## src/rtl/uart_pkg.sv

```systemverilog
// ============================================================================
// Module      : uart_pkg
// Description : Shared UART types and default sizing constants.
// Revision    : 1.0 - initial release
// ============================================================================
`default_nettype none

package uart_pkg;

    localparam int c_RX_DEPTH     = 16;
    localparam int c_RX_THRESHOLD = 8;

    typedef struct packed {
        logic       parity_error;
        logic [7:0] data;
    } uart_rx_entry_t;

    function automatic uart_rx_entry_t pack_rx_entry(input logic parity_error,
                                                     input logic [7:0] data);
        uart_rx_entry_t e;
        e.parity_error = parity_error;
        e.data         = data;
        return e;
    endfunction

endpackage

`default_nettype wire

```

## src/rtl/uart_fifo.sv

```systemverilog
// ============================================================================
// Module      : uart_fifo
// Description : Parameterised first-word-fall-through FIFO with flush.
// Revision    : 1.0 - initial release
// ============================================================================
`default_nettype none

module uart_fifo #(
    parameter int WIDTH = 9,
    parameter int DEPTH = 16
) (
    input  logic                       clk_i,
    input  logic                       arst_ni,
    input  logic                       push_i,
    input  logic [WIDTH-1:0]           wr_data_i,
    input  logic                       pop_i,
    input  logic                       flush_i,
    output logic [WIDTH-1:0]           rd_data_o,
    output logic                       empty_o,
    output logic                       full_o,
    output logic [$clog2(DEPTH):0]     count_o,
    output logic                       push_drop_o
);

    localparam int c_AW = $clog2(DEPTH);
    localparam int c_PW = c_AW + 1;

    logic [c_PW-1:0]  r_wptr;
    logic [c_PW-1:0]  r_rptr;
    logic [WIDTH-1:0] r_mem [DEPTH];

    logic [c_PW-1:0]  w_count;
    logic             w_empty;
    logic             w_full;
    logic             w_pop_eff;
    logic             w_push_eff;

    // Pointer MSB disambiguates full from empty; difference is the fill level.
    assign w_count    = r_wptr - r_rptr;
    assign w_empty    = (w_count == '0);
    assign w_full     = (w_count == c_PW'(DEPTH));
    assign w_pop_eff  = pop_i & ~w_empty & ~flush_i;
    // A pop in the same cycle frees the slot, so a full FIFO still accepts.
    assign w_push_eff = push_i & ~flush_i & (~w_full | w_pop_eff);

    always_ff @(posedge clk_i or negedge arst_ni) begin
        if (!arst_ni) begin
            r_wptr <= '0;
            r_rptr <= '0;
        end else if (flush_i) begin
            r_wptr <= '0;
            r_rptr <= '0;
        end else begin
            if (w_push_eff) r_wptr <= r_wptr + 1'b1;
            if (w_pop_eff)  r_rptr <= r_rptr + 1'b1;
        end
    end

    always_ff @(posedge clk_i or negedge arst_ni) begin
        if (!arst_ni) begin
            for (int i = 0; i < DEPTH; i++) r_mem[i] <= '0;
        end else if (w_push_eff) begin
            r_mem[r_wptr[c_AW-1:0]] <= wr_data_i;
        end
    end

    assign rd_data_o   = r_mem[r_rptr[c_AW-1:0]];
    assign empty_o     = w_empty;
    assign full_o      = w_full;
    assign count_o     = w_count;
    assign push_drop_o = push_i & ~flush_i & ~w_push_eff;

endmodule

`default_nettype wire

```

## src/rtl/uart_rx_buffer.sv

```systemverilog
// ============================================================================
// Module      : uart_rx_buffer
// Description : UART receive byte buffer with threshold and sticky overflow.
// Revision    : 1.0 - initial release
// ============================================================================
`default_nettype none

module uart_rx_buffer
    import uart_pkg::*;
#(
    parameter int DEPTH     = c_RX_DEPTH,
    parameter int THRESHOLD = c_RX_THRESHOLD
) (
    input  logic                    clk_i,
    input  logic                    arst_ni,
    input  logic [7:0]              data_i,
    input  logic                    data_valid_i,
    input  logic                    parity_error_i,
    input  logic                    pop_i,
    input  logic                    flush_i,
    input  logic                    clear_overflow_i,
    output logic [7:0]              rd_data_o,
    output logic                    rd_parity_error_o,
    output logic                    empty_o,
    output logic                    full_o,
    output logic [$clog2(DEPTH):0]  count_o,
    output logic                    threshold_o,
    output logic                    overflow_o
);

    localparam int c_CW = $clog2(DEPTH) + 1;
    localparam logic [c_CW-1:0] c_THRESHOLD = c_CW'(THRESHOLD);

    uart_rx_entry_t w_wr_entry;
    uart_rx_entry_t w_rd_entry;
    logic           w_push_drop;
    logic           r_overflow;

    assign w_wr_entry = pack_rx_entry(parity_error_i, data_i);

    uart_fifo #(
        .WIDTH ($bits(uart_rx_entry_t)),
        .DEPTH (DEPTH)
    ) u_fifo (
        .clk_i       (clk_i),
        .arst_ni     (arst_ni),
        .push_i      (data_valid_i),
        .wr_data_i   (w_wr_entry),
        .pop_i       (pop_i),
        .flush_i     (flush_i),
        .rd_data_o   (w_rd_entry),
        .empty_o     (empty_o),
        .full_o      (full_o),
        .count_o     (count_o),
        .push_drop_o (w_push_drop)
    );

    // A drop in the same cycle as a clear leaves the flag set.
    always_ff @(posedge clk_i or negedge arst_ni) begin
        if (!arst_ni) begin
            r_overflow <= 1'b0;
        end else if (w_push_drop) begin
            r_overflow <= 1'b1;
        end else if (clear_overflow_i) begin
            r_overflow <= 1'b0;
        end
    end

    assign rd_data_o         = w_rd_entry.data;
    assign rd_parity_error_o = w_rd_entry.parity_error;
    assign threshold_o       = (count_o >= c_THRESHOLD);
    assign overflow_o        = r_overflow;

endmodule

`default_nettype wire

```

## config.mk

```make
export PLATFORM = sky130hd
export DESIGN_NAME = uart_rx_buffer
export DESIGN_NICKNAME = d
export VERILOG_FILES = /design/src/rtl/uart_pkg.sv /design/src/rtl/uart_fifo.sv /design/src/rtl/uart_rx_buffer.sv
export SDC_FILE = /design/constraint.sdc
export NUM_CORES = 1
export LEC_CHECK = 0
export ABC_AREA = 1
export BUFFER_PORTS_ARGS = -buffer_cell sky130_fd_sc_hd__buf_2
export CORE_ASPECT_RATIO = 0.5
export CORE_MARGIN = 1
export CORE_UTILIZATION = 60
export DETAILED_ROUTE_END_ITERATION = 8
export GPL_ROUTABILITY_DRIVEN = 0
export HOLD_SLACK_MARGIN = 0.08
export PLACE_DENSITY = 0.85
export SYNTH_ARGS = -nofsm -noshare
export SYNTH_HDL_FRONTEND = slang
export SYNTH_SLANG_ARGS = --single-unit
```

## constraint.sdc

```tcl
create_clock -name clk_i -period 3.9 [get_ports clk_i]
set_input_delay 0.195 -clock clk_i [delete_from_list [all_inputs] [get_ports clk_i]]
set_output_delay 0.195 -clock clk_i [all_outputs]
set_load 0.005 [all_outputs]
```

== Yosys cells after proc, flatten, opt, wreduce, memory -nomap -nowiden ==
Cells that the tools add are included.

* Bits in registers: 155
* Input bits: 15
* Output and inout bits: 18

* $add $sub $neg: 3
* Order comparisons: 4
* Equality and inequality tests: 1
* Mux-type cells: 12
* Bitwise gates (word level): 12
* Reduce and logical (&&, ||, !) cells: 5

{| class="wikitable"
|+ Operators with widths
! operator !! number
|-
| bitwise mux 144 bit || 1
|-
| binary-select mux 9 bit (select 4 bit) || 1
|-
| demux 9 bit (select 4 bit) || 1
|-
| 2-to-1 mux 9 bit || 3
|-
| 2-to-1 mux 5 bit || 4
|-
| adder 5 x 1 -> 5 bit, second input constant || 2
|-
| >= comparator 5 bit, second input constant || 2
|-
| inverter 4 -> 5 bit || 2
|-
| nonzero test 2 bit || 3
|-
| AND 1 bit || 5
|-
| == test 5 bit, second input constant || 1
|-
| >= comparator 5 x 4 -> 1 bit, second input constant || 1
|-
| logical NOT 5 bit || 1
|-
| < comparator 5 x 1 -> 1 bit, second input constant || 1
|-
| subtractor 5 bit || 1
|-
| inverter 1 bit || 4
|-
| 2-to-1 mux 1 bit || 2
|-
| logical AND 1 bit || 1
|-
| bitwise OR 1 bit || 1
|}

== Longest topological paths before layout ==
Gate-level depths: netlist of run 1.

* Word-level depth: 10
* Gate-level depth with buffers: 13
* Mapped depth without buffers: 13

== By module ==
Synthesis of run 1 repeated with hierarchy kept, for this count alone.

* Cells, all modules: 1026
* Area total of the unflattened synthesis: 8293.0 um^2

{| class="wikitable"
|+ By module, submodules not included
! module !! instances !! cells each !! area each (um^2)
|-
| uart_fifo || 1 || 1020 || 8246.7
|-
| uart_rx_buffer || 1 || 6 || 46.3
|}

== Least setup slack after synthesis of run 1 ==
OpenSTA, ideal clock, no wires.

* Kind: register to register
* Start: register u_fifo.r_rptr[2]
* End: register u_fifo.r_mem[0] (netlist bit)
* Library setup time: 117 ps
* Arrival time: 2064 ps
* Data required time: 3783 ps
* Path slack: 1718 ps
* Cell stages (with the launch flop): 12
* Cells stage by stage: dfrtp_1 -> clkbuf_1 -> inv_1 -> ha_1 -> xor2_1 -> nand3_1 -> nor2_2 -> o211ai_4 -> buf_6 -> buf_6 -> nand4_1 -> nand2_1

* Word-level cells in the longest chain between the ends: 7

{| class="wikitable"
|+ Ends and longest elaborated chain
! what !! RTL line !! source
|-
| from (decl) || uart_fifo.sv:29 || <nowiki>logic [c_PW-1:0] r_rptr;</nowiki>
|-
| from (signal assigned) || uart_fifo.sv:55 || <nowiki>if (w_pop_eff) r_rptr <= r_rptr + 1'b1;</nowiki>
|-
| subtractor 5 bit * || uart_fifo.sv:39 || <nowiki>assign w_count = r_wptr - r_rptr;</nowiki>
|-
| logical NOT 5 bit || uart_fifo.sv:40 || <nowiki>assign w_empty = (w_count == '0);</nowiki>
|-
| inverter 1 bit || uart_fifo.sv:42 || <nowiki>assign w_pop_eff = pop_i & ~w_empty & ~flush_i;</nowiki>
|-
| AND 1 bit (2 in series) || uart_fifo.sv:42 ||
|-
| bitwise OR 1 bit * || uart_fifo.sv:44 || <nowiki>assign w_push_eff = push_i & ~flush_i & (~w_full | w_pop_eff);</nowiki>
|-
| AND 1 bit * || uart_fifo.sv:44 ||
|-
| to (signal, indexed assignment) || uart_fifo.sv:63 || <nowiki>r_mem[r_wptr[c_AW-1:0]] <= wr_data_i;</nowiki>
|-
| to (decl) || uart_fifo.sv:30 || <nowiki>logic [WIDTH-1:0] r_mem [DEPTH];</nowiki>
|}

Every way passes the cells marked *; elsewhere a longest branch is shown, timed or not.
A chain may end at the register's enable or synchronous reset.

== Worst setup path in the final report of run 1 ==
* Start: register u_fifo.r_rptr[1]
* End: register u_fifo.r_mem[93] (netlist bit)

Same word-level chain as after synthesis.

==> results of run 1 <==
==> metrics by stage <==
stage	hold slack (ps)	utilization [%]
after global placement	365	64.1
after global routing	143	69.0
after detailed placement	361	64.1
after floorplan	-101	-
after CTS	101	69.0
final	99.8	69.0
==> state kept, by name, indices dropped and copies added, names as in the netlist <==
register	count
u_fifo.r_wptr	5
u_fifo.r_mem	144
u_fifo.r_rptr	5
overflow_o	1
==> routing by layer <==
metal / vias up / GRT usage, % / share of wire [%]
met5: - / 0 / 0
met4: 0 / 13.1 / 3.1
li1: 3517 / - / -
met1: 3696 / 49.8 / 39
met2: 647 / 52.4 / 43
met3: 92 / 11.6 / 14
==> cells in the final DEF (no fill, tap or decap), types with 2 or more instances in the layout <==
cell             n
a21oi_1          2
buf_12           4
buf_2           31
buf_4           14
bufinv_16        4
clkbuf_1         3
clkbuf_16       17
clkinv_2         3
clkinvlp_4       2
dfrtp_1        154
dlygate4sd3_1    2
ha_1             9
inv_1           24
nand2_1        334
nand3_1         39
nand3_2         16
nand4_1        144
nor2_1          92
o211ai_1         4
o21ai_0         73
o221ai_1        14
o22ai_1         23
xor2_1           7
==> logic make-up after synthesis <==
family                   Yosys count  share of synthesized area [%]
flip-flops                       155                           47.4
buffers and inverters            108                           6.47
AO/OA/AOI/OAI                    117                           8.47
adder cells (fa/ha/maj)           10                           1.62
XOR/XNOR                           8                          0.856
AND/OR/NAND/NOR                  629                           35.2
==> critical path: cells and delay by family, from the launching register on <==
family                     cells  cell delay (ps)
AOI/OAI and AO/OA              1              480
DFF                            1              730
and+or+nand+nor                8              920
adders and majority gates      1              360
buffers and inverters          3              720
==> final cells by class <==
type	instances	area, sq um
Tap cell	170	213
Inverter	27	104
Sequential cell	155	3880
Clock buffer	21	450
Fill cell	918	4030
Multi-Input combinational cell	764	3780
Clock inverter	11	168
Timing Repair Buffer	52	372
==> worst max path at each step <==
stage / start / to / slack (ps) / depth (start not counted)
floorplan: u_fifo.r_rptr[2] / u_fifo.r_mem[0] / 1720 / 11
global route: u_fifo.r_rptr[1] / u_fifo.r_mem[139] / 400 / 13
CTS: u_fifo.r_rptr[1] / u_fifo.r_mem[93] / 690 / 13
finish: u_fifo.r_rptr[1] / u_fifo.r_mem[93] / 540 / 13
detailed placement: u_fifo.r_rptr[1] / u_fifo.r_mem[122] / 740 / 13
global placement: u_fifo.r_rptr[1] / u_fifo.r_mem[37] / 880 / 13
==> cell usage after synthesis, drive strengths merged, types with 5 or more instances <==
cell type    n
nor2        93
o211ai       5
clkbuf      37
inv         25
xor2         7
nand2      335
o221ai      14
ha           9
nand4      144
o21ai       73
buf         44
nand3       55
dfrtp      155
o22ai       23
==> power groups by stage <==
stage / registers, W / logic (W) / clock network [W]
6_report: 0.00201 / 0.00181 / 0.00177
3_3_place_gp: 0.00201 / 0.00166 / 0
2_1_floorplan: 0.00196 / 0.00119 / 0
4_1_cts: 0.00200 / 0.00173 / 0.00175
3_5_place_dp: 0.00202 / 0.00170 / 0
5_1_grt: 0.00203 / 0.00194 / 0.00183
==> what timing repair did <==
item	CTS	global route
hold buffers	2	0
endpoints found under the hold margin	101	0
resized for setup	0	0
endpoints found under the setup margin	0	0
==> out/metrics.cfg, run 1 <==
[run_status]
outcome=finished clean

[placed_design]
io_buffers=32
dp_cells=1166
placed_area_sq_um=8320
hpwl_um=14700
preCtsSetupSlack_ps=743

[global_routing]
gr-total-overflow=0
antenna_found_initial=1
grt_max_degree=103
grt_pass1_vias=7313
grt_usage_pct=35.7
grt_pass1_wl_um=38900

[die]
die_h_um=84.6
die_area_sq_um=14100
die_x_um=167
num_io_pins=33
placementRows=29
core_sq_um=13000
start_util_pct=63.0

[yosys]
async_flop_share_pct=100
syn_nets=1052
ys_ff_latch=155
synth_area_leaders=dfrtp_1 (47%), nand2_1 (15%), nand4_1 (11%)
ys_seq_area_share_pct=47.4
synth_cells=1027
synth_edf_count=0
ys_warn_count=0
synth_cell_types=27
yosysTopAreaCell=dfrtp_1
synth_ff_type=dfrtp_1
synth_top_area_share_pct=47.4
syn_area_per_cell_sq_um=7.97
synth_area_sq_um=8180

[cts]
cts_max_level=4
cts_buffer_depth=2
clkTransAtPathRegs_ps=60
root_buffer=clkbuf_16
tritoncts.num_buffers=17
post_cts_buffers=0
worst_skew_pair.late_latency_ps=430
cts.sinks=155
cts_tree=yes

[route]
drt_iter0_drc=1332
vias=7952
routedWlPerCell_um=20.1
drt-vias-per-instance=6.63
drt_wl_total_um=24100
drc=0
drt-pass1-iter-count=8
ant_nets=0

[setup_path]
cp-end-kind=flip-flop
cp_max_fo=59
r2r_cells=13
r2r-start=u_fifo.r_rptr[1]
worst_path_most_repeated_cell=nand2_1
path_class=reg -> reg
cp.required_ps=4210
regToRegSetupSlack_ps=540
worstSetupStartpointType=flip-flop
path_cells=inv_1 -> buf_4 -> ha_1 -> nand2_1 -> nand2_1 -> nand3_1 -> nand2_1 -> nor2_2 -> o211ai_4 -> buf_12 -> nand3_2 -> nand2_1 -> nand2_1
rr_endpoint=u_fifo.r_mem[93]
cpMaxStageDelayCell=dfrtp_1
slowest_delay_ps=730
cp.arrival_ps=3680

[hold_path]
hp-start=flush_i
hp-class=in -> reg
min_path_cells=4
whs_endpoint=u_fifo.r_rptr[4]

[timing]
fmax_mhz=297
fin_crit_ps=3360
tns_ps=0
relSlewSlack_pct=18.9
fin_crit_sh_pct=86.2
tightest_slew_ps=1210
setup_viol=0
layout_setup_ws_ps=537
fin_skew_ps=9.61
drv_slew=0
hold_viol=0
rsz0062_at_grt=false

[power_and_ir_drop]
p_int_w=0.00349
power_switching_share_pct=37.5
cellPowerDensity_nw_per_um2=623
power_w=0.00558
power_frac_comb_pct=32.4
power_frac_clock_pct=31.7
power_frac_seq_pct=35.9
p_sw_w=0.00209
ir_worst_vdd_mv=0.395
leakage_nw=4.60

[cells_and_area]
drive_gt1_share_pct=9.81
design_area_sq_um=8960
area_growth_pct=9.51
nets=1042
diodes=0
final_cell_count_no_fill=1200

[flow_run]
drv_cap=0

(Power assumes the default switching activity.)
==> run 2: changes to the inputs <==
--- a/config.mk
+++ b/config.mk
@@ -7,12 +7,14 @@
 export LEC_CHECK = 0
 export ABC_AREA = 1
 export BUFFER_PORTS_ARGS = -buffer_cell sky130_fd_sc_hd__buf_2
+export CAP_MARGIN = 15
 export CORE_ASPECT_RATIO = 0.5
 export CORE_MARGIN = 1
 export CORE_UTILIZATION = 60
 export DETAILED_ROUTE_END_ITERATION = 8
 export GPL_ROUTABILITY_DRIVEN = 0
 export HOLD_SLACK_MARGIN = 0.08
+export MAX_ROUTING_LAYER = met4
 export PLACE_DENSITY = 0.85
 export SYNTH_ARGS = -nofsm -noshare
 export SYNTH_HDL_FRONTEND = slang
==> run 2 against run 1 <==
Net effect: the flow now finishes with violations (design-rule violations); core utilization is 0.17 points higher; global-route usage up 1.0 points; worst hold slack barely moved; largest cell class unchanged.
==> out/metrics.cfg, run 2 (synthesis gave the netlist of run 1 again) <==
[die]
die_area_sq_um=14100  ; unchanged
die_x_um=167  ; unchanged
start_util_pct=63.0  ; unchanged
placementRows=29  ; unchanged
die_h_um=84.6  ; unchanged
core_sq_um=13000  ; unchanged
num_io_pins=33  ; unchanged

[timing]
fmax_mhz=312  ; +5.1%
fin_skew_ps=8.57  ; -1.05 ps
relSlewSlack_pct=35.1  ; +16 points
layout_setup_ws_ps=700  ; +163 ps
setup_viol=0  ; unchanged
rsz0062_at_grt=false
fin_crit_sh_pct=82.1  ; -4.2 points
fin_crit_ps=3200  ; -163 ps
hold_viol=0  ; unchanged
tns_ps=0  ; unchanged
drv_slew=0  ; unchanged
tightest_slew_ps=970  ; -241 ps

[route]
drt_iter0_drc=1372  ; +3.0%
routedWlPerCell_um=20.2  ; +0.53%
drt_wl_total_um=24300  ; +0.70%
drt-vias-per-instance=6.65  ; +0.30%
vias=7989  ; +0.47%
drt-pass1-iter-count=9  ; +1
ant_nets=0  ; unchanged
drc=2  ; +2

[cells_and_area]
fillers=917  ; -0.11%
fin_util_pct=69.2  ; +0.17 points
final_common_cell=nand2_1
nets=1043  ; +0.096%
top_register=u_fifo.r_mem
largest_reg_flops=144  ; unchanged
top_regs=u_fifo.r_mem: 144 flops, u_fifo.r_rptr: 5 flops, u_fifo.r_wptr: 5 flops
final_cell_count_no_fill=1202  ; +0.17%
final_cell_mix=nand2_1 (334), dfrtp_1 (154), nand4_1 (144)
drive_gt1_share_pct=9.89  ; +0.087 points
area_growth_pct=9.78

[setup_path]
worstSetupStartpointType=flip-flop
worst-path-buf-inv=4  ; +1
crit_start=u_fifo.r_rptr[1]
crit_family=buffers and inverters
regToRegSetupSlack_ps=700  ; +160 ps
crit_path_end=u_fifo.r_mem[139]
slowest_delay_ps=730  ; about the same
path_cells=inv_1 -> buf_4 -> ha_1 -> nand2_1 -> nand2_1 -> nand3_1 -> nand2_1 -> nor2_2 -> o211ai_4 -> buf_12 -> buf_12 -> nand3_2 -> nand2_1 -> nand2_1
cp-end-kind=flip-flop
worst-path-stages=14  ; +1
r2r-start=u_fifo.r_rptr[1]
rr_endpoint=u_fifo.r_mem[139]
cpMaxStageDelayCell=dfrtp_1
path_class=reg -> reg
worst_path_most_repeated_cell=nand2_1
cp_max_fo=59  ; unchanged
r2r_cells=14  ; +1
cp.arrival_ps=3510  ; -170 ps
cp.required_ps=4210  ; about the same

[power_and_ir_drop]
leakage_nw=4.61  ; +0.23%
power_w=0.00559  ; +0.12%
ir_worst_vdd_mv=0.388  ; -1.8%
cellPowerDensity_nw_per_um2=622  ; -0.13%

[cts]
root_buffer=clkbuf_16
cts.sinks=155  ; unchanged
cts_buffer_depth=2  ; unchanged
cts_tree=yes
tritoncts.num_buffers=17  ; unchanged
cts_max_level=4  ; unchanged
worst_skew_pair.late_latency_ps=430  ; about the same
clkTransAtPathRegs_ps=60  ; about the same

[global_routing]
grt_usage_pct=36.7  ; +1.0 points
gr-total-overflow=0  ; unchanged
antenna_found_initial=1  ; unchanged
grt_pass1_wl_um=38900  ; about the same
grt_pass1_vias=7300  ; -0.18%
grt_max_degree=103  ; unchanged

[placed_design]
dp_cells=1166  ; unchanged
hpwl_um=14700  ; unchanged
preCtsSetupSlack_ps=743  ; unchanged
io_buffers=32  ; unchanged

[flow_run]
drv_cap=0  ; unchanged

[run_status]
outcome=complete, but fails checks
violations=design-rule violations

[hold_path]
hp-class=in -> reg

run 2: cell count changes in the layout (fill, tap and decap cells not counted):
cell	delta
diode_2	+1
buf_12	+1
run 2: power breakdown:
| group | leakage, nW | internal (W) | switching (W) |
|---|---|---|---|
| registers | 2.12 | 0.00184 | 0.000167 |
| clock network | 0.297 | 0.00109 | 0.000673 |
| logic | 2.20 | 0.000573 | 0.00125 |
run 2: final cells by class:
| class | count | area, sq um | area share [%] |
|---|---|---|---|
| clock inverters | 11 | 168 | 1.87 |
| well taps | 170 | 213 | 2.37 |
| repair buffers | 53 | 392 | 4.36 |
| multi-input cells | 764 | 3780 | 42.0 |
| inverters | 27 | 104 | 1.16 |
| flip-flops and latches | 155 | 3880 | 43.2 |
| diodes | 1 | 2.50 | 0.0279 |
| clock buffers | 21 | 450 | 5.01 |
run 2: per-layer routing:
layer  track usage, %  wire length, um
met5                -                0
met2             51.8            10400
met4             13.9              824
met3             11.0             3530
met1             49.9             9500
run 2: through the flow:
step	hold slack [ps]	area, sq um
6_report	99.8	8980
5_1_grt	147	8980
4_1_cts	101	8960
3_5_place_dp	361	8320
3_3_place_gp	365	8320
2_1_floorplan	-101	8180
run 2: tightest hold or removal path, delay by kind of cell:
family	cells	cell delay, ps
buffers and inverters	1	140
AND/OR/NAND/NOR	3	150
run 2: repair_timing:
item / CTS / global route
setup buffers: 0 / 0
hold buffers: 2 / 0
gates resized for setup: 0 / 0
endpoints found under the setup margin: 0 / 0
hold endpoints to repair: 101 / 0
run 2: worst min path at each step:
stage / startpoint / end / slack (ps) / cells after the start
2_1_floorplan: arst_ni / overflow_o / -100 / 0
4_1_cts: flush_i / u_fifo.r_rptr[4] / 100 / 4
3_3_place_gp: arst_ni / u_fifo.r_mem[34] / 370 / 1
3_5_place_dp: arst_ni / u_fifo.r_mem[25] / 360 / 1
6_report: flush_i / u_fifo.r_rptr[4] / 100 / 4
5_1_grt: flush_i / u_fifo.r_rptr[4] / 150 / 4
